$ cat src/rtl/tuner_pkg.sv
// Shared definitions for the tuner note encoder: string period table,
// note code constants and the measurement FSM states.
package tuner_pkg;

  localparam logic [3:0] NOTE_E2    = 4'h0;
  localparam logic [3:0] NOTE_A2    = 4'h1;
  localparam logic [3:0] NOTE_D3    = 4'h2;
  localparam logic [3:0] NOTE_G3    = 4'h3;
  localparam logic [3:0] NOTE_B3    = 4'h4;
  localparam logic [3:0] NOTE_E4    = 4'h5;
  localparam logic [3:0] NOTE_FLAT  = 4'h6;
  localparam logic [3:0] NOTE_SHARP = 4'h7;
  localparam logic [3:0] NOTE_BAD   = 4'hE;
  localparam logic [3:0] NOTE_NONE  = 4'hF;

  typedef enum logic [1:0] {
    ST_SYNC,
    ST_MEASURE,
    ST_EVAL
  } state_t;

  // Target period of each open string in 50 MHz clock cycles.
  function automatic logic [23:0] target_period(input logic [2:0] sel);
    logic [23:0] period;
    period = 24'd0;
    case (sel)
      3'd0:    period = 24'd606722;
      3'd1:    period = 24'd454545;
      3'd2:    period = 24'd340531;
      3'd3:    period = 24'd255102;
      3'd4:    period = 24'd202478;
      3'd5:    period = 24'd151685;
      default: period = 24'd0;
    endcase
    return period;
  endfunction

  function automatic logic [3:0] note_for_string(input logic [2:0] sel);
    logic [3:0] code;
    code = NOTE_BAD;
    case (sel)
      3'd0:    code = NOTE_E2;
      3'd1:    code = NOTE_A2;
      3'd2:    code = NOTE_D3;
      3'd3:    code = NOTE_G3;
      3'd4:    code = NOTE_B3;
      3'd5:    code = NOTE_E4;
      default: code = NOTE_BAD;
    endcase
    return code;
  endfunction

endpackage

$ cat src/rtl/zero_cross_det.sv
// Hysteretic rising zero-crossing detector: arms on a sample at or below -HYST,
// fires xing on the next sample at or above +HYST.
module zero_cross_det #(
  parameter int SAMPLE_W = 16,
  parameter logic signed [SAMPLE_W-1:0] HYST = 16'sd512
) (
  input  logic                clk,
  input  logic                reset,
  input  logic                sample_valid,
  input  logic [SAMPLE_W-1:0] sample,
  output logic                xing
);

  logic armed;
  logic arm_cond;
  logic fire_cond;

  assign arm_cond  = $signed(sample) <= -HYST;
  assign fire_cond = armed && ($signed(sample) >= HYST);
  assign xing      = sample_valid && fire_cond;

  always_ff @(posedge clk) begin
    if (reset) begin
      armed <= 1'b0;
    end else if (sample_valid) begin
      if (fire_cond) begin
        armed <= 1'b0;
      end else if (arm_cond) begin
        armed <= 1'b1;
      end
    end
  end

endmodule

$ cat src/rtl/note_encoder.sv
// Tuner pitch measurement: averages 2**AVG_LOG2 crossing periods and encodes
// in-tune / flat / sharp / invalid-selection / no-signal as a 4-bit note code.
module note_encoder
  import tuner_pkg::*;
#(
  parameter int SAMPLE_W = 16,
  parameter int CNT_W = 24,
  parameter int AVG_LOG2 = 2,
  parameter int TOL_SHIFT = 6,
  parameter logic signed [SAMPLE_W-1:0] HYST = 16'sd512,
  parameter int unsigned TIMEOUT_CYC = 2_500_000,
  parameter int PERIOD_SHIFT = 0
) (
  input  logic                clk,
  input  logic                reset,
  input  logic                sample_valid,
  input  logic [SAMPLE_W-1:0] sample,
  input  logic [2:0]          string_sel,
  output logic [3:0]          note_code,
  output logic                code_valid
);

  localparam int W = CNT_W + 2;
  localparam logic [AVG_LOG2:0] N_LAST = (AVG_LOG2 + 1)'(2 ** AVG_LOG2 - 1);
  localparam logic [CNT_W-1:0] TIMEOUT = CNT_W'(TIMEOUT_CYC);

  logic xing;
  logic [CNT_W-1:0] cnt_q;
  logic [CNT_W-1:0] acc_q, acc_n;
  logic [AVG_LOG2:0] n_q, n_n;
  logic [3:0] code_q, code_n;
  logic valid_q, valid_n;
  logic [2:0] sel_q;
  state_t state_q, state_n;

  logic [CNT_W:0] acc_add;
  logic [CNT_W-1:0] acc_sum;
  logic [W-1:0] period_w, target_sum, tol, upper, lower, acc_w;
  logic [3:0] decision;
  logic sel_bad, sel_changed, timeout;

  zero_cross_det #(
    .SAMPLE_W(SAMPLE_W),
    .HYST(HYST)
  ) u_zcd (
    .clk(clk),
    .reset(reset),
    .sample_valid(sample_valid),
    .sample(sample),
    .xing(xing)
  );

  // Period counter: restarts on every crossing, sticks at all-ones when starved.
  always_ff @(posedge clk) begin
    if (reset) begin
      cnt_q <= '0;
    end else if (xing) begin
      cnt_q <= '0;
    end else if (cnt_q != '1) begin
      cnt_q <= cnt_q + 1'b1;
    end
  end

  assign acc_add = {1'b0, acc_q} + {1'b0, cnt_q};
  assign acc_sum = acc_add[CNT_W] ? '1 : acc_add[CNT_W-1:0];

  // The comparison uses the sum including the closing period, so the code
  // is registered on the very edge that ends the final crossing cycle.
  assign period_w   = W'(target_period(string_sel)) >> PERIOD_SHIFT;
  assign target_sum = period_w << AVG_LOG2;
  assign tol        = target_sum >> TOL_SHIFT;
  assign upper      = target_sum + tol;
  assign lower      = target_sum - tol;
  assign acc_w      = W'(acc_sum);

  always_comb begin
    decision = note_for_string(string_sel);
    if (acc_w > upper) begin
      decision = NOTE_FLAT;
    end else if (acc_w < lower) begin
      decision = NOTE_SHARP;
    end
  end

  assign sel_bad     = (string_sel >= 3'd6);
  assign sel_changed = (string_sel != sel_q);
  assign timeout     = (cnt_q >= TIMEOUT);

  always_ff @(posedge clk) begin
    if (reset) begin
      state_q <= ST_SYNC;
      acc_q   <= '0;
      n_q     <= '0;
      code_q  <= NOTE_NONE;
      valid_q <= 1'b0;
      sel_q   <= '0;
    end else begin
      state_q <= state_n;
      acc_q   <= acc_n;
      n_q     <= n_n;
      code_q  <= code_n;
      valid_q <= valid_n;
      sel_q   <= string_sel;
    end
  end

  // Priority: invalid selection, then timeout, then selection change, then crossings.
  always_comb begin
    state_n = state_q;
    acc_n   = acc_q;
    n_n     = n_q;
    code_n  = code_q;
    valid_n = 1'b0;

    if (sel_bad) begin
      state_n = ST_SYNC;
      acc_n   = '0;
      n_n     = '0;
      if (code_q != NOTE_BAD) begin
        code_n  = NOTE_BAD;
        valid_n = 1'b1;
      end
    end else if (timeout) begin
      state_n = ST_SYNC;
      acc_n   = '0;
      n_n     = '0;
      if (code_q != NOTE_NONE) begin
        code_n  = NOTE_NONE;
        valid_n = 1'b1;
      end
    end else begin
      unique case (state_q)
        ST_SYNC: begin
          if (xing) begin
            state_n = ST_MEASURE;
            acc_n   = '0;
            n_n     = '0;
          end
        end
        ST_MEASURE, ST_EVAL: begin
          state_n = ST_MEASURE;
          if (sel_changed) begin
            state_n = ST_SYNC;
            acc_n   = '0;
            n_n     = '0;
          end else if (xing) begin
            if (n_q == N_LAST) begin
              state_n = ST_EVAL;
              code_n  = decision;
              valid_n = 1'b1;
              acc_n   = '0;
              n_n     = '0;
            end else begin
              acc_n = acc_sum;
              n_n   = n_q + 1'b1;
            end
          end
        end
        default: begin
          state_n = ST_SYNC;
          acc_n   = '0;
          n_n     = '0;
        end
      endcase
    end
  end

  assign note_code  = code_q;
  assign code_valid = valid_q;

endmodule

$ cat config.mk
export PLATFORM = sky130hd
export DESIGN_NAME = note_encoder
export DESIGN_NICKNAME = d
export VERILOG_FILES = /design/src/rtl/tuner_pkg.sv /design/src/rtl/zero_cross_det.sv /design/src/rtl/note_encoder.sv
export SDC_FILE = /design/constraint.sdc
export NUM_CORES = 1
export LEC_CHECK = 0
export BUFFER_PORTS_ARGS = -buffer_cell sky130_fd_sc_hd__buf_2
export CAP_MARGIN = 15
export CORE_ASPECT_RATIO = 2
export CORE_MARGIN = 5
export CORE_UTILIZATION = 62
export DETAILED_ROUTE_END_ITERATION = 10
export MAX_ROUTING_LAYER = met4
export PLACE_DENSITY = 0.91
export SYNTH_ARGS = -nofsm -noshare
export SYNTH_HDL_FRONTEND = slang
export SYNTH_SLANG_ARGS = --single-unit
$ cat constraint.sdc
create_clock -name clk -period 13.15 [get_ports clk]
set_input_delay 1.9725 -clock clk [delete_from_list [all_inputs] [get_ports clk]]
set_output_delay 1.9725 -clock clk [all_outputs]
set_load 0.005 [all_outputs]
==> results of run 1 <==
power breakdown:
group	internal (uW)	total [uW]	switching, uW	leakage [uW]
sequential	190	192	2.28	0.000501
combinational	45.5	121	75.3	0.00258
clock	171	262	91.8	0.000157
final timing paths:
check,from,end,slack (ns),cells after the start
worst max-delay path,string_sel[1],note_code[1],5.68,26
worst min register to register,n_q[2],n_q[2],0.46,2
worst min-delay path,n_q[2],n_q[2],0.46,2
worst max register to register,cnt_q[0],note_code[1],7.49,19
cell type report:
class,instances,area (sq um)
flip-flops and latches,62,1240
clock buffers,12,246
repair buffers,32,175
multi-input cells,698,4910
well taps,135,169
inverters,38,143
fillers,853,3200
clock inverters,4,70.1
kinds of logic (layout without fill, tap and decap cells):
logic type                 Yosys count  in the layout  share of synthesized area [%]
muxes                                3              3                          0.469
xor gates and xnor gates            62             62                           8.49
adders and majority gates          101            101                           20.0
buffers and inverters               63             86                           4.13
and+or+nand+nor                    291            291                           22.3
DFF                                 62             62                           19.4
AOI/OAI and AO/OA                  238            238                           25.2
other                                1              3                         0.0586
sequential cells by signal, indices dropped and copies added, names as in the netlist:
name         flops
n_q              3
sel_q            3
u_zcd.armed      1
acc_q           24
state_q          2
code_valid       1
note_code        4
cnt_q           24
synthesized netlist by cell type (all sizes together) (4+ instances only):
cell type / number / area, sq um
a211oi: 16 / 130
nand2: 77 / 289
a31oi: 13 / 93.8
a22oi: 11 / 82.6
a21o: 26 / 195
nor3: 17 / 90.1
or3: 12 / 80.1
o211ai: 6 / 50.1
xnor2: 38 / 333
xor2: 24 / 210
ha: 99 / 1240
a2111oi: 10 / 119
nand3: 22 / 115
inv: 37 / 139
nand4: 16 / 115
nor2b: 12 / 77.6
o21a: 10 / 75.1
a21oi: 69 / 349
and4: 4 / 37.5
nor4: 4 / 25.0
and3: 10 / 62.6
or2: 5 / 31.3
nor2: 94 / 370
buf: 8 / 57.6
o21ai: 45 / 229
o21bai: 7 / 52.6
clkbuf: 17 / 63.8
dfxtp: 62 / 1240
nand2b: 12 / 75.1
routing by layer:
layer	share of wire, %	up-vias
li1	-	3009
met1	34	2923
met2	54	278
met3	4.9	111
met4	7.6	0
met5	0	-
worst max-delay path, stage by stage:
cell and delay (ns):
sky130_fd_sc_hd__buf_2 0.32, sky130_fd_sc_hd__ha_1 0.65, sky130_fd_sc_hd__inv_2 0.23, sky130_fd_sc_hd__nand3_2 0.22, sky130_fd_sc_hd__clkinv_1 0.32, sky130_fd_sc_hd__a21oi_1 0.28
sky130_fd_sc_hd__ha_1 0.28, sky130_fd_sc_hd__inv_1 0.09, sky130_fd_sc_hd__a21oi_1 0.07, sky130_fd_sc_hd__o22ai_1 0.23, sky130_fd_sc_hd__a21oi_1 0.11, sky130_fd_sc_hd__o21bai_1 0.24
sky130_fd_sc_hd__a31oi_1 0.21, sky130_fd_sc_hd__a21oi_1 0.35, sky130_fd_sc_hd__a21boi_0 0.17, sky130_fd_sc_hd__xor2_1 0.17, sky130_fd_sc_hd__ha_1 0.29, sky130_fd_sc_hd__a21oi_1 0.16
sky130_fd_sc_hd__nor2b_1 0.06, sky130_fd_sc_hd__o21ai_0 0.16, sky130_fd_sc_hd__a21oi_1 0.11, sky130_fd_sc_hd__a2111oi_2 0.27, sky130_fd_sc_hd__nor2_1 0.09, sky130_fd_sc_hd__a211oi_2 0.23
sky130_fd_sc_hd__nand4_1 0.18, sky130_fd_sc_hd__o32a_1 0.21
stage by stage:
stage / std cells / total power (uW) / setup WS, ns / util, %
3_5_place_dp: 965 / 313 / 5.41 / 65.4
4_1_cts: 981 / 574 / 5.78 / 68.5
2_1_floorplan: 823 / 280 / 6.84 / -
6_report: 981 / 575 / 5.68 / 68.5
5_1_grt: 981 / 597 / 5.29 / 68.5
3_3_place_gp: 965 / 311 / 5.60 / 65.4
cell usage in the layout (no fill, tap or decap), drive strengths merged, types with 24 or more instances in the layout:
cell type and n:
ha 99, nand2 77, o21ai 45, dfxtp 62, inv 37, xor2 24
a21o 26, xnor2 38, a21oi 69, buf 32, nor2 94
==> impl_metrics.xml, run 1 <==
<?xml version="1.0" encoding="UTF-8"?>
<metrics>
  <group name="layout">
    <metric name="area_delta_synth_final" unit="%">8.68</metric>
    <metric name="post_route_cells_drive_above_1_share" unit="%">9.34</metric>
    <metric name="nets" unit="">964</metric>
    <metric name="insertedDiodeCount" unit="">0</metric>
    <metric name="fin_area" unit="sq mm">0.00695</metric>
  </group>
  <group name="flow_run">
    <metric name="drv_cap" unit="">0</metric>
  </group>
  <group name="synth">
    <metric name="ys.flop_type" unit="">sky130_fd_sc_hd__dfxtp_1</metric>
    <metric name="synth_edf_count" unit="">0</metric>
    <metric name="synthArstFlopShare" unit="%">0</metric>
    <metric name="synth_cell_type_count" unit="">74</metric>
    <metric name="synth_cells" unit="">821</metric>
    <metric name="synth.cell_area" unit="sq mm">0.00640</metric>
    <metric name="synth.avg_cell_area" unit="sq um">7.79</metric>
    <metric name="synth_seq_area_share" unit="%">19.4</metric>
    <metric name="ys_seq_elements" unit="">62</metric>
    <metric name="yosysWarningCount" unit="">0</metric>
  </group>
  <group name="setup_path">
    <metric name="critical_path.max_fanout" unit="">20</metric>
    <metric name="cp_data_required_time" unit="ns">13.38</metric>
    <metric name="arrival_time_worst_endpoint" unit="ns">7.70</metric>
    <metric name="setup_crit_path_kind" unit="">input port to flip-flop</metric>
    <metric name="startpoint_type" unit="">input port</metric>
    <metric name="crit_path_end_kind" unit="">flip-flop</metric>
  </group>
  <group name="die">
    <metric name="die_width" unit="um">81.8</metric>
    <metric name="floorplan.core_area" unit="sq mm">0.0101</metric>
    <metric name="floorplan.die_area" unit="sq mm">0.0126</metric>
    <metric name="top_level_ports" unit="">27</metric>
    <metric name="dieHeight" unit="um">154</metric>
    <metric name="starting_density_of_the_core" unit="%">63.0</metric>
    <metric name="fp-row-count" unit="">52</metric>
  </group>
  <group name="pwr">
    <metric name="cellLeakagePower" unit="uW">0.00324</metric>
    <metric name="vdd_drop_max" unit="mV">0.0707</metric>
    <metric name="powerDensity" unit="mW/mm^2">82.8</metric>
  </group>
  <group name="placement">
    <metric name="place_area" unit="sq mm">0.00664</metric>
    <metric name="gp_congestion" unit="">1.04</metric>
    <metric name="dp_hpwl" unit="mm">14.0</metric>
    <metric name="numPortBuffers" unit="">26</metric>
  </group>
  <group name="clock_network">
    <metric name="cts_resized" unit="">0</metric>
    <metric name="worst_skew_pair.late_latency" unit="ns">0.34</metric>
    <metric name="cts_tree" unit="">done</metric>
    <metric name="cts_made_buffers" unit="">9</metric>
    <metric name="ctsHtreeMaxLevel" unit="">3</metric>
    <metric name="ctsRootBufferMaster" unit="">sky130_fd_sc_hd__clkbuf_16</metric>
    <metric name="cts_setup_buffers" unit="">0</metric>
    <metric name="clock_sink_count" unit="">62</metric>
    <metric name="clkSlewWorstSetupHoldPaths" unit="ns">0.06</metric>
    <metric name="cts.path.max_buffers" unit="">2</metric>
    <metric name="postCtsHoldBufs" unit="">0</metric>
  </group>
  <group name="global_routing">
    <metric name="grt_overflow" unit="">0</metric>
    <metric name="number_of_global_route_vias_before_repair" unit="">6203</metric>
    <metric name="pin_count_of_the_biggest_net_entering_global_routing" unit="">31</metric>
    <metric name="grtUsageMet2" unit="%">55.2</metric>
    <metric name="overall_global_routing_resource_usage" unit="%">31.3</metric>
    <metric name="globalRouteMet1Util" unit="%">29.0</metric>
    <metric name="grtUsageMet3" unit="%">5.39</metric>
    <metric name="gr-max-usage-layer" unit="">met2</metric>
    <metric name="grt_pass1_wl" unit="mm">29.5</metric>
    <metric name="grt_antenna_before_repair" unit="">0</metric>
  </group>
  <group name="sta">
    <metric name="finalSetupViolCount" unit="">0</metric>
    <metric name="maxSlewHeadroom" unit="%">41.4</metric>
    <metric name="finalClockSkew" unit="ns">0.00684</metric>
    <metric name="setup-tns-final" unit="ns">0</metric>
    <metric name="period_minus_slack" unit="ns">7.47</metric>
    <metric name="timing_max_transition_violations_final" unit="">0</metric>
    <metric name="timing.hold.ws" unit="ns">0.458</metric>
    <metric name="fmax" unit="MHz">134</metric>
    <metric name="unrepaired_setup_endpoints_after_global_routing" unit="">false</metric>
    <metric name="worst_pin_slew" unit="ns">0.858</metric>
    <metric name="timing.final.hold_violations" unit="">0</metric>
    <metric name="final_min_period_over_clock_period" unit="%">56.8</metric>
  </group>
  <group name="routing">
    <metric name="routed_wire_length_per_instance" unit="um">18.7</metric>
    <metric name="route.detailed.vias_per_inst" unit="">6.44</metric>
    <metric name="drt-total-wl" unit="mm">18.3</metric>
    <metric name="drc_errors" unit="">0</metric>
    <metric name="antenna_left" unit="">0</metric>
    <metric name="drt-pass1-iter-count" unit="">7</metric>
    <metric name="detail_route.iter0.violations" unit="">446</metric>
    <metric name="vias" unit="">6321</metric>
  </group>
  <group name="status">
    <metric name="outcome" unit="">completed</metric>
  </group>
  <group name="min_path">
    <metric name="hold_class" unit="">flip-flop to flip-flop</metric>
  </group>
</metrics>
No activity file was read; power rests on OpenSTA's default activity.
==> run 2, diff against run 1 <==
--- a/config.mk
+++ b/config.mk
@@ -9,10 +9,10 @@
 export CAP_MARGIN = 15
 export CORE_ASPECT_RATIO = 2
 export CORE_MARGIN = 5
-export CORE_UTILIZATION = 62
+export CORE_UTILIZATION = 58
 export DETAILED_ROUTE_END_ITERATION = 10
 export MAX_ROUTING_LAYER = met4
-export PLACE_DENSITY = 0.91
+export PLACE_DENSITY = 0.9
 export SYNTH_ARGS = -nofsm -noshare
 export SYNTH_HDL_FRONTEND = slang
 export SYNTH_SLANG_ARGS = --single-unit
==> constraint.sdc (replaced) <==
create_clock -name clk -period 6.41 [get_ports clk]
set_input_delay 0.9615 -clock clk [delete_from_list [all_inputs] [get_ports clk]]
set_output_delay 0.9615 -clock clk [all_outputs]
set_load 0.005 [all_outputs]
==> impl_metrics.xml, run 2 (same netlist as run 1, synthesis figures left out) <==
<?xml version="1.0" encoding="UTF-8"?>
<metrics>
  <group name="die">
    <metric name="die_width" unit="um">84.3</metric>
    <metric name="fp-row-count" unit="">54</metric>
    <metric name="floorplan.die_area" unit="sq mm">0.0134</metric>
    <metric name="floorplan.core_area" unit="sq mm">0.0109</metric>
    <metric name="top_level_ports" unit="">27</metric>
    <metric name="dieHeight" unit="um">159</metric>
    <metric name="starting_density_of_the_core" unit="%">58.8</metric>
  </group>
  <group name="sta">
    <metric name="finalSetupViolCount" unit="">0</metric>
    <metric name="timing_max_transition_violations_final" unit="">0</metric>
    <metric name="timing.final.hold_violations" unit="">0</metric>
    <metric name="worst_pin_slew" unit="ns">0.861</metric>
    <metric name="fmax" unit="MHz">174</metric>
    <metric name="unrepaired_setup_endpoints_after_global_routing" unit="">false</metric>
    <metric name="setup-tns-final" unit="ns">0</metric>
    <metric name="final_min_period_over_clock_period" unit="%">89.7</metric>
    <metric name="maxSlewHeadroom" unit="%">42.3</metric>
    <metric name="timing.hold.ws" unit="ns">0.455</metric>
    <metric name="period_minus_slack" unit="ns">5.75</metric>
    <metric name="finalClockSkew" unit="ns">0.00633</metric>
  </group>
  <group name="routing">
    <metric name="wire_length_on_met2" unit="mm">10.0</metric>
    <metric name="vias" unit="">6275</metric>
    <metric name="top_layer_used" unit="">met4</metric>
    <metric name="detail_route.iter0.violations" unit="">465</metric>
    <metric name="drc_errors" unit="">0</metric>
    <metric name="wl_met3" unit="um">564</metric>
    <metric name="route.detailed.vias_per_inst" unit="">6.32</metric>
    <metric name="drt-total-wl" unit="mm">18.2</metric>
    <metric name="drt-pass1-iter-count" unit="">5</metric>
    <metric name="antenna_left" unit="">0</metric>
    <metric name="wl_met1" unit="mm">6.28</metric>
    <metric name="routed_wire_length_per_instance" unit="um">18.4</metric>
  </group>
  <group name="layout">
    <metric name="post_route_cells_drive_above_1_share" unit="%">10.3</metric>
    <metric name="insertedDiodeCount" unit="">0</metric>
    <metric name="fillerInstances" unit="">949</metric>
    <metric name="multi_input_comb_area" unit="sq mm">0.00491</metric>
    <metric name="layout.cells.most_common_list" unit="">sky130_fd_sc_hd__ha_1, sky130_fd_sc_hd__nor2_1, sky130_fd_sc_hd__nand2_1, sky130_fd_sc_hd__a21oi_1, sky130_fd_sc_hd__dfxtp_1</metric>
    <metric name="fin_area" unit="sq mm">0.00697</metric>
    <metric name="final-seq-area" unit="sq mm">0.00124</metric>
    <metric name="layout_commonest_cell" unit="">sky130_fd_sc_hd__ha_1</metric>
    <metric name="nets" unit="">971</metric>
    <metric name="area_delta_synth_final" unit="%">8.98</metric>
  </group>
  <group name="clock_network">
    <metric name="cts_tree" unit="">done</metric>
    <metric name="cts_made_buffers" unit="">9</metric>
    <metric name="ctsHtreeMaxLevel" unit="">3</metric>
    <metric name="cts.path.max_buffers" unit="">2</metric>
    <metric name="clkSlewWorstSetupHoldPaths" unit="ns">0.06</metric>
    <metric name="clock_sink_count" unit="">62</metric>
    <metric name="cts_setup_buffers" unit="">0</metric>
    <metric name="worst_skew_pair.late_latency" unit="ns">0.34</metric>
    <metric name="postCtsHoldBufs" unit="">0</metric>
    <metric name="ctsRootBufferMaster" unit="">sky130_fd_sc_hd__clkbuf_16</metric>
    <metric name="cts_resized" unit="">0</metric>
  </group>
  <group name="setup_path">
    <metric name="reg2reg_from" unit="">cnt_q[0]</metric>
    <metric name="setup_crit_path_kind" unit="">input port to flip-flop</metric>
    <metric name="worst_path_max_delay_cell" unit="">sky130_fd_sc_hd__or3_1</metric>
    <metric name="startpoint_type" unit="">input port</metric>
    <metric name="arrival_time_worst_endpoint" unit="ns">5.98</metric>
    <metric name="worst-r2r-setup-slack" unit="ns">0.80</metric>
    <metric name="timing.rr.end" unit="">note_code[1]</metric>
    <metric name="crit_path_end_kind" unit="">flip-flop</metric>
    <metric name="timing.critical_path.mode_cell" unit="">sky130_fd_sc_hd__inv_1</metric>
    <metric name="cp_data_required_time" unit="ns">6.64</metric>
    <metric name="critical_path.max_fanout" unit="">21</metric>
    <metric name="reg2reg_depth" unit="">19</metric>
    <metric name="slowest_delay" unit="ns">0.40</metric>
  </group>
  <group name="placement">
    <metric name="gp_congestion" unit="">1.09</metric>
    <metric name="dp_hpwl" unit="mm">14.5</metric>
    <metric name="numPortBuffers" unit="">26</metric>
    <metric name="place_area" unit="sq mm">0.00670</metric>
  </group>
  <group name="min_path">
    <metric name="hold_depth" unit="">2</metric>
    <metric name="hold_class" unit="">flip-flop to flip-flop</metric>
    <metric name="worst_hold_startpoint" unit="">acc_q[3]</metric>
    <metric name="min_to" unit="">acc_q[3]</metric>
  </group>
  <group name="pwr">
    <metric name="cellLeakagePower" unit="uW">0.00324</metric>
    <metric name="powerDensity" unit="mW/mm^2">157</metric>
    <metric name="totalPowerFinal" unit="uW">1100</metric>
    <metric name="vdd_drop_max" unit="mV">0.148</metric>
  </group>
  <group name="global_routing">
    <metric name="grt_antenna_before_repair" unit="">0</metric>
    <metric name="grt_overflow" unit="">0</metric>
    <metric name="pin_count_of_the_biggest_net_entering_global_routing" unit="">30</metric>
    <metric name="overall_global_routing_resource_usage" unit="%">28.3</metric>
    <metric name="number_of_global_route_vias_before_repair" unit="">6292</metric>
    <metric name="grt_pass1_wl" unit="mm">29.3</metric>
  </group>
  <group name="flow_run">
    <metric name="drv_cap" unit="">0</metric>
  </group>
  <group name="status">
    <metric name="outcome" unit="">completed</metric>
  </group>
</metrics>
==> run 2: cell types whose count changed in the layout (fill, tap and decap cells not counted) <==
cell,change
sky130_fd_sc_hd__buf_4,+7
sky130_fd_sc_hd__clkbuf_1,-2
sky130_fd_sc_hd__clkinv_4,+1
sky130_fd_sc_hd__clkbuf_8,-1
sky130_fd_sc_hd__clkinvlp_4,+5
sky130_fd_sc_hd__clkinv_2,-1
sky130_fd_sc_hd__bufinv_16,-2
==> run 2: cell type report <==
type | instances | share of cell area (%)
clock inverters | 7 | 0.736
well taps | 140 | 2.51
clock buffers | 9 | 3.23
inverters | 38 | 2.05
multi-input cells | 698 | 70.4
repair buffers | 39 | 3.27
flip-flops and latches | 62 | 17.8
==> run 2: through the flow <==
step	cells	setup WS [ns]	utilization, %
6_report	993	0.661	64.1
3_5_place_dp	977	0.439	61.5
4_1_cts	993	0.781	64.1
5_1_grt	993	0.292	64.1
3_3_place_gp	977	0.540	61.5
2_1_floorplan	823	1.11	-
==> run 2: routing by layer <==
metal	up-vias	GRT usage (%)
met2	202	53.5
met1	2970	25.0
met5	-	-
met3	84	3.78
li1	3019	-
met4	0	21.4
==> run 2: worst max-delay path, delay by kind of cell <==
family                   cells  cell delay (ns)
adder cells (fa/ha/maj)      2             0.49
AND/OR/NAND/NOR              7             0.97
AO/OA/AOI/OAI               12             2.73
buffers and inverters        4             0.82
==> run 2: how the worst max path moves through the flow <==
| stage | endpoint | from | slack (ns) | cells after the start |
|---|---|---|---|---|
| floorplan | note_code[1] | string_sel[1] | 1.11 | 23 |
| global placement | note_code[2] | string_sel[2] | 0.54 | 25 |
| detailed placement | note_code[1] | string_sel[2] | 0.44 | 25 |
| CTS | note_code[1] | string_sel[2] | 0.78 | 25 |
| global route | note_code[2] | string_sel[2] | 0.29 | 25 |
| finish | note_code[1] | string_sel[2] | 0.66 | 25 |
==> run 2: power breakdown <==
group	total (uW)	switching, uW	internal [uW]
registers	394	4.61	390
logic	251	154	96.9
clock network	450	189	261
total	1100	348	747
==> run 3, diff against run 2 <==
--- a/config.mk
+++ b/config.mk
@@ -12,7 +12,7 @@
 export CORE_UTILIZATION = 58
 export DETAILED_ROUTE_END_ITERATION = 10
 export MAX_ROUTING_LAYER = met4
-export PLACE_DENSITY = 0.9
+export PLACE_DENSITY = 0.79
 export SYNTH_ARGS = -nofsm -noshare
 export SYNTH_HDL_FRONTEND = slang
 export SYNTH_SLANG_ARGS = --single-unit
==> impl_metrics.xml, run 3 (same netlist as run 1, synthesis figures left out) <==
<?xml version="1.0" encoding="UTF-8"?>
<metrics>
  <group name="status">
    <metric name="outcome" unit="">completed</metric>
  </group>
  <group name="flow_run">
    <metric name="drv_cap" unit="">0</metric>
  </group>
  <group name="setup_path">
    <metric name="critical_path.max_fanout" unit="">21</metric>
    <metric name="slowest_delay" unit="ns">0.40</metric>
    <metric name="startpoint_type" unit="">input port</metric>
    <metric name="worst-r2r-setup-slack" unit="ns">0.97</metric>
    <metric name="worst_path_max_delay_cell" unit="">sky130_fd_sc_hd__a21oi_1</metric>
    <metric name="cp_cell_sequence" unit="">buf_2 -&gt; inv_1 -&gt; ha_1 -&gt; nor2b_1 -&gt; or2_2 -&gt; ha_1 -&gt; a221oi_1 -&gt; o21ai_1 -&gt; a21oi_1 -&gt; o211ai_1 -&gt; a31oi_2 -&gt; o2111ai_1 -&gt; ha_1 -&gt; a21o_1 -&gt; a21o_1 -&gt; a21oi_1 -&gt; nor2b_1 -&gt; a2111oi_2 -&gt; nor2_1 -&gt; a211oi_2 -&gt; nand4_1 -&gt; o32a_1</metric>
    <metric name="cp_data_required_time" unit="ns">6.64</metric>
    <metric name="arrival_time_worst_endpoint" unit="ns">6.02</metric>
    <metric name="crit_path_end_kind" unit="">flip-flop</metric>
    <metric name="setup_crit_path_kind" unit="">input port to flip-flop</metric>
    <metric name="timing.critical_path.mode_cell" unit="">sky130_fd_sc_hd__ha_1</metric>
  </group>
  <group name="pwr">
    <metric name="powerDensity" unit="mW/mm^2">157</metric>
    <metric name="power.combinational.fraction" unit="%">22.5</metric>
    <metric name="cellLeakagePower" unit="uW">0.00325</metric>
    <metric name="net-switching-power" unit="uW">338</metric>
    <metric name="power.internal" unit="uW">756</metric>
    <metric name="power.share.switching" unit="%">30.9</metric>
    <metric name="totalPowerFinal" unit="uW">1090</metric>
    <metric name="power_frac_clock" unit="%">41.4</metric>
    <metric name="power.sequential.fraction" unit="%">36.0</metric>
    <metric name="vdd_drop_max" unit="mV">0.135</metric>
  </group>
  <group name="routing">
    <metric name="drt-total-wl" unit="mm">18.1</metric>
    <metric name="drc_errors" unit="">0</metric>
    <metric name="drt-pass1-iter-count" unit="">5</metric>
    <metric name="route.detailed.vias_per_inst" unit="">6.18</metric>
    <metric name="detail_route.iter0.violations" unit="">371</metric>
    <metric name="antenna_left" unit="">0</metric>
    <metric name="routed_wire_length_per_instance" unit="um">18.2</metric>
    <metric name="vias" unit="">6132</metric>
  </group>
  <group name="sta">
    <metric name="worst_pin_slew" unit="ns">0.928</metric>
    <metric name="timing.final.hold_violations" unit="">0</metric>
    <metric name="fmax" unit="MHz">173</metric>
    <metric name="final_min_period_over_clock_period" unit="%">90.3</metric>
    <metric name="finalSetupViolCount" unit="">0</metric>
    <metric name="timing_max_transition_violations_final" unit="">0</metric>
    <metric name="maxSlewHeadroom" unit="%">37.8</metric>
    <metric name="setup_ws" unit="ns">0.621</metric>
    <metric name="period_minus_slack" unit="ns">5.79</metric>
    <metric name="finalClockSkew" unit="ns">0.0123</metric>
    <metric name="unrepaired_setup_endpoints_after_global_routing" unit="">false</metric>
    <metric name="setup-tns-final" unit="ns">0</metric>
  </group>
  <group name="layout">
    <metric name="layout.cells.most_common_list" unit="">sky130_fd_sc_hd__ha_1, sky130_fd_sc_hd__nor2_1, sky130_fd_sc_hd__nand2_1, sky130_fd_sc_hd__a21oi_1, sky130_fd_sc_hd__dfxtp_1</metric>
    <metric name="area_delta_synth_final" unit="%">8.74</metric>
    <metric name="nets" unit="">970</metric>
    <metric name="layout_commonest_cell" unit="">sky130_fd_sc_hd__ha_1</metric>
    <metric name="fillerInstances" unit="">1023</metric>
    <metric name="post_route_cells_drive_above_1_share" unit="%">9.98</metric>
    <metric name="insertedDiodeCount" unit="">0</metric>
  </group>
  <group name="die">
    <metric name="floorplan.core_area" unit="sq mm">0.0109</metric>
    <metric name="dieHeight" unit="um">159</metric>
    <metric name="die_width" unit="um">84.3</metric>
    <metric name="floorplan.die_area" unit="sq mm">0.0134</metric>
    <metric name="top_level_ports" unit="">27</metric>
    <metric name="fp-row-count" unit="">54</metric>
    <metric name="starting_density_of_the_core" unit="%">58.8</metric>
  </group>
  <group name="clock_network">
    <metric name="postCtsHoldBufs" unit="">0</metric>
    <metric name="worst_skew_pair.late_latency" unit="ns">0.34</metric>
    <metric name="cts_setup_buffers" unit="">0</metric>
    <metric name="clock_sink_count" unit="">62</metric>
    <metric name="ctsHtreeMaxLevel" unit="">3</metric>
    <metric name="cts_made_buffers" unit="">9</metric>
    <metric name="cts_resized" unit="">0</metric>
    <metric name="clkSlewWorstSetupHoldPaths" unit="ns">0.06</metric>
    <metric name="cts.path.max_buffers" unit="">2</metric>
    <metric name="cts_tree" unit="">done</metric>
    <metric name="ctsRootBufferMaster" unit="">sky130_fd_sc_hd__clkbuf_16</metric>
  </group>
  <group name="placement">
    <metric name="gp_congestion" unit="">1.12</metric>
    <metric name="numPortBuffers" unit="">26</metric>
    <metric name="dp_hpwl" unit="mm">14.7</metric>
    <metric name="detailedPlace.worstSlack" unit="ns">0.407</metric>
  </group>
  <group name="global_routing">
    <metric name="grt_pass1_wl" unit="mm">29.2</metric>
    <metric name="pin_count_of_the_biggest_net_entering_global_routing" unit="">34</metric>
    <metric name="grt_overflow" unit="">0</metric>
    <metric name="grt_antenna_before_repair" unit="">0</metric>
    <metric name="overall_global_routing_resource_usage" unit="%">28.2</metric>
    <metric name="number_of_global_route_vias_before_repair" unit="">6099</metric>
  </group>
  <group name="min_path">
    <metric name="hold_class" unit="">flip-flop to flip-flop</metric>
  </group>
</metrics>
[run 3: cell types whose count changed in the layout (fill, tap and decap cells not counted)]
| cell | previous run | this run |
|---|---|---|
| sky130_fd_sc_hd__buf_4 | 13 | 12 |
| sky130_fd_sc_hd__clkinv_4 | 1 | 0 |
| sky130_fd_sc_hd__clkbuf_1 | 0 | 2 |
| sky130_fd_sc_hd__clkinv_2 | 1 | 3 |
| sky130_fd_sc_hd__clkbuf_8 | 0 | 1 |
| sky130_fd_sc_hd__clkinvlp_4 | 5 | 1 |
[run 3: routing by layer]
metal	routed length [um]	GRT usage (%)	vias to the layer above	part of all wire, %
li1	-	-	3034	-
met1	6410	25.9	2865	35
met2	9890	52.6	153	55
met3	455	3.88	80	2.5
met4	1350	20.4	0	7.5
met5	0	-	-	0
[run 3: power groups by stage]
stage	Clock [uW]	Combinational (uW)	Sequential, uW
final	453	246	394
after detailed placement	0	243	402
after global placement	0	235	402
after floorplan	0	173	401
after CTS	457	244	394
after global routing	476	273	394
[run 3: cell type report]
type,instances,area [sq um],share of cell area (%)
Sequential cell,62,1240,17.8
Clock inverter,4,22.5,0.324
Tap cell,140,175,2.52
Multi-Input combinational cell,698,4910,70.6
Clock buffer,12,246,3.54
Inverter,38,143,2.05
Timing Repair Buffer,38,220,3.17
[run 3: critical path, delay by kind of cell]
family	cells	cell delay (ns)
AO/OA/AOI/OAI	12	2.69
adder cells (fa/ha/maj)	3	0.94
buffers and inverters	2	0.54
AND/OR/NAND/NOR	5	0.87
[run 3: worst paths after layout]
| path | from | to | cells after the start |
|---|---|---|---|
| hold reg to reg | acc_q[15] | acc_q[15] | 2 |
| setup reg to reg | cnt_q[0] | note_code[2] | 19 |
| setup / recovery | string_sel[2] | note_code[2] | 22 |
| hold / removal | acc_q[15] | acc_q[15] | 2 |
[run 3: per-stage QoR]
stage	instances	area, sq um	hold slack (ns)	util [%]
after CTS	992	6960	0.454	64.0
after global routing	992	6960	0.478	64.0
final	992	6960	0.455	64.0
after detailed placement	976	6690	0.444	61.5
after global placement	976	6690	0.436	61.5
after floorplan	823	6400	0.429	-
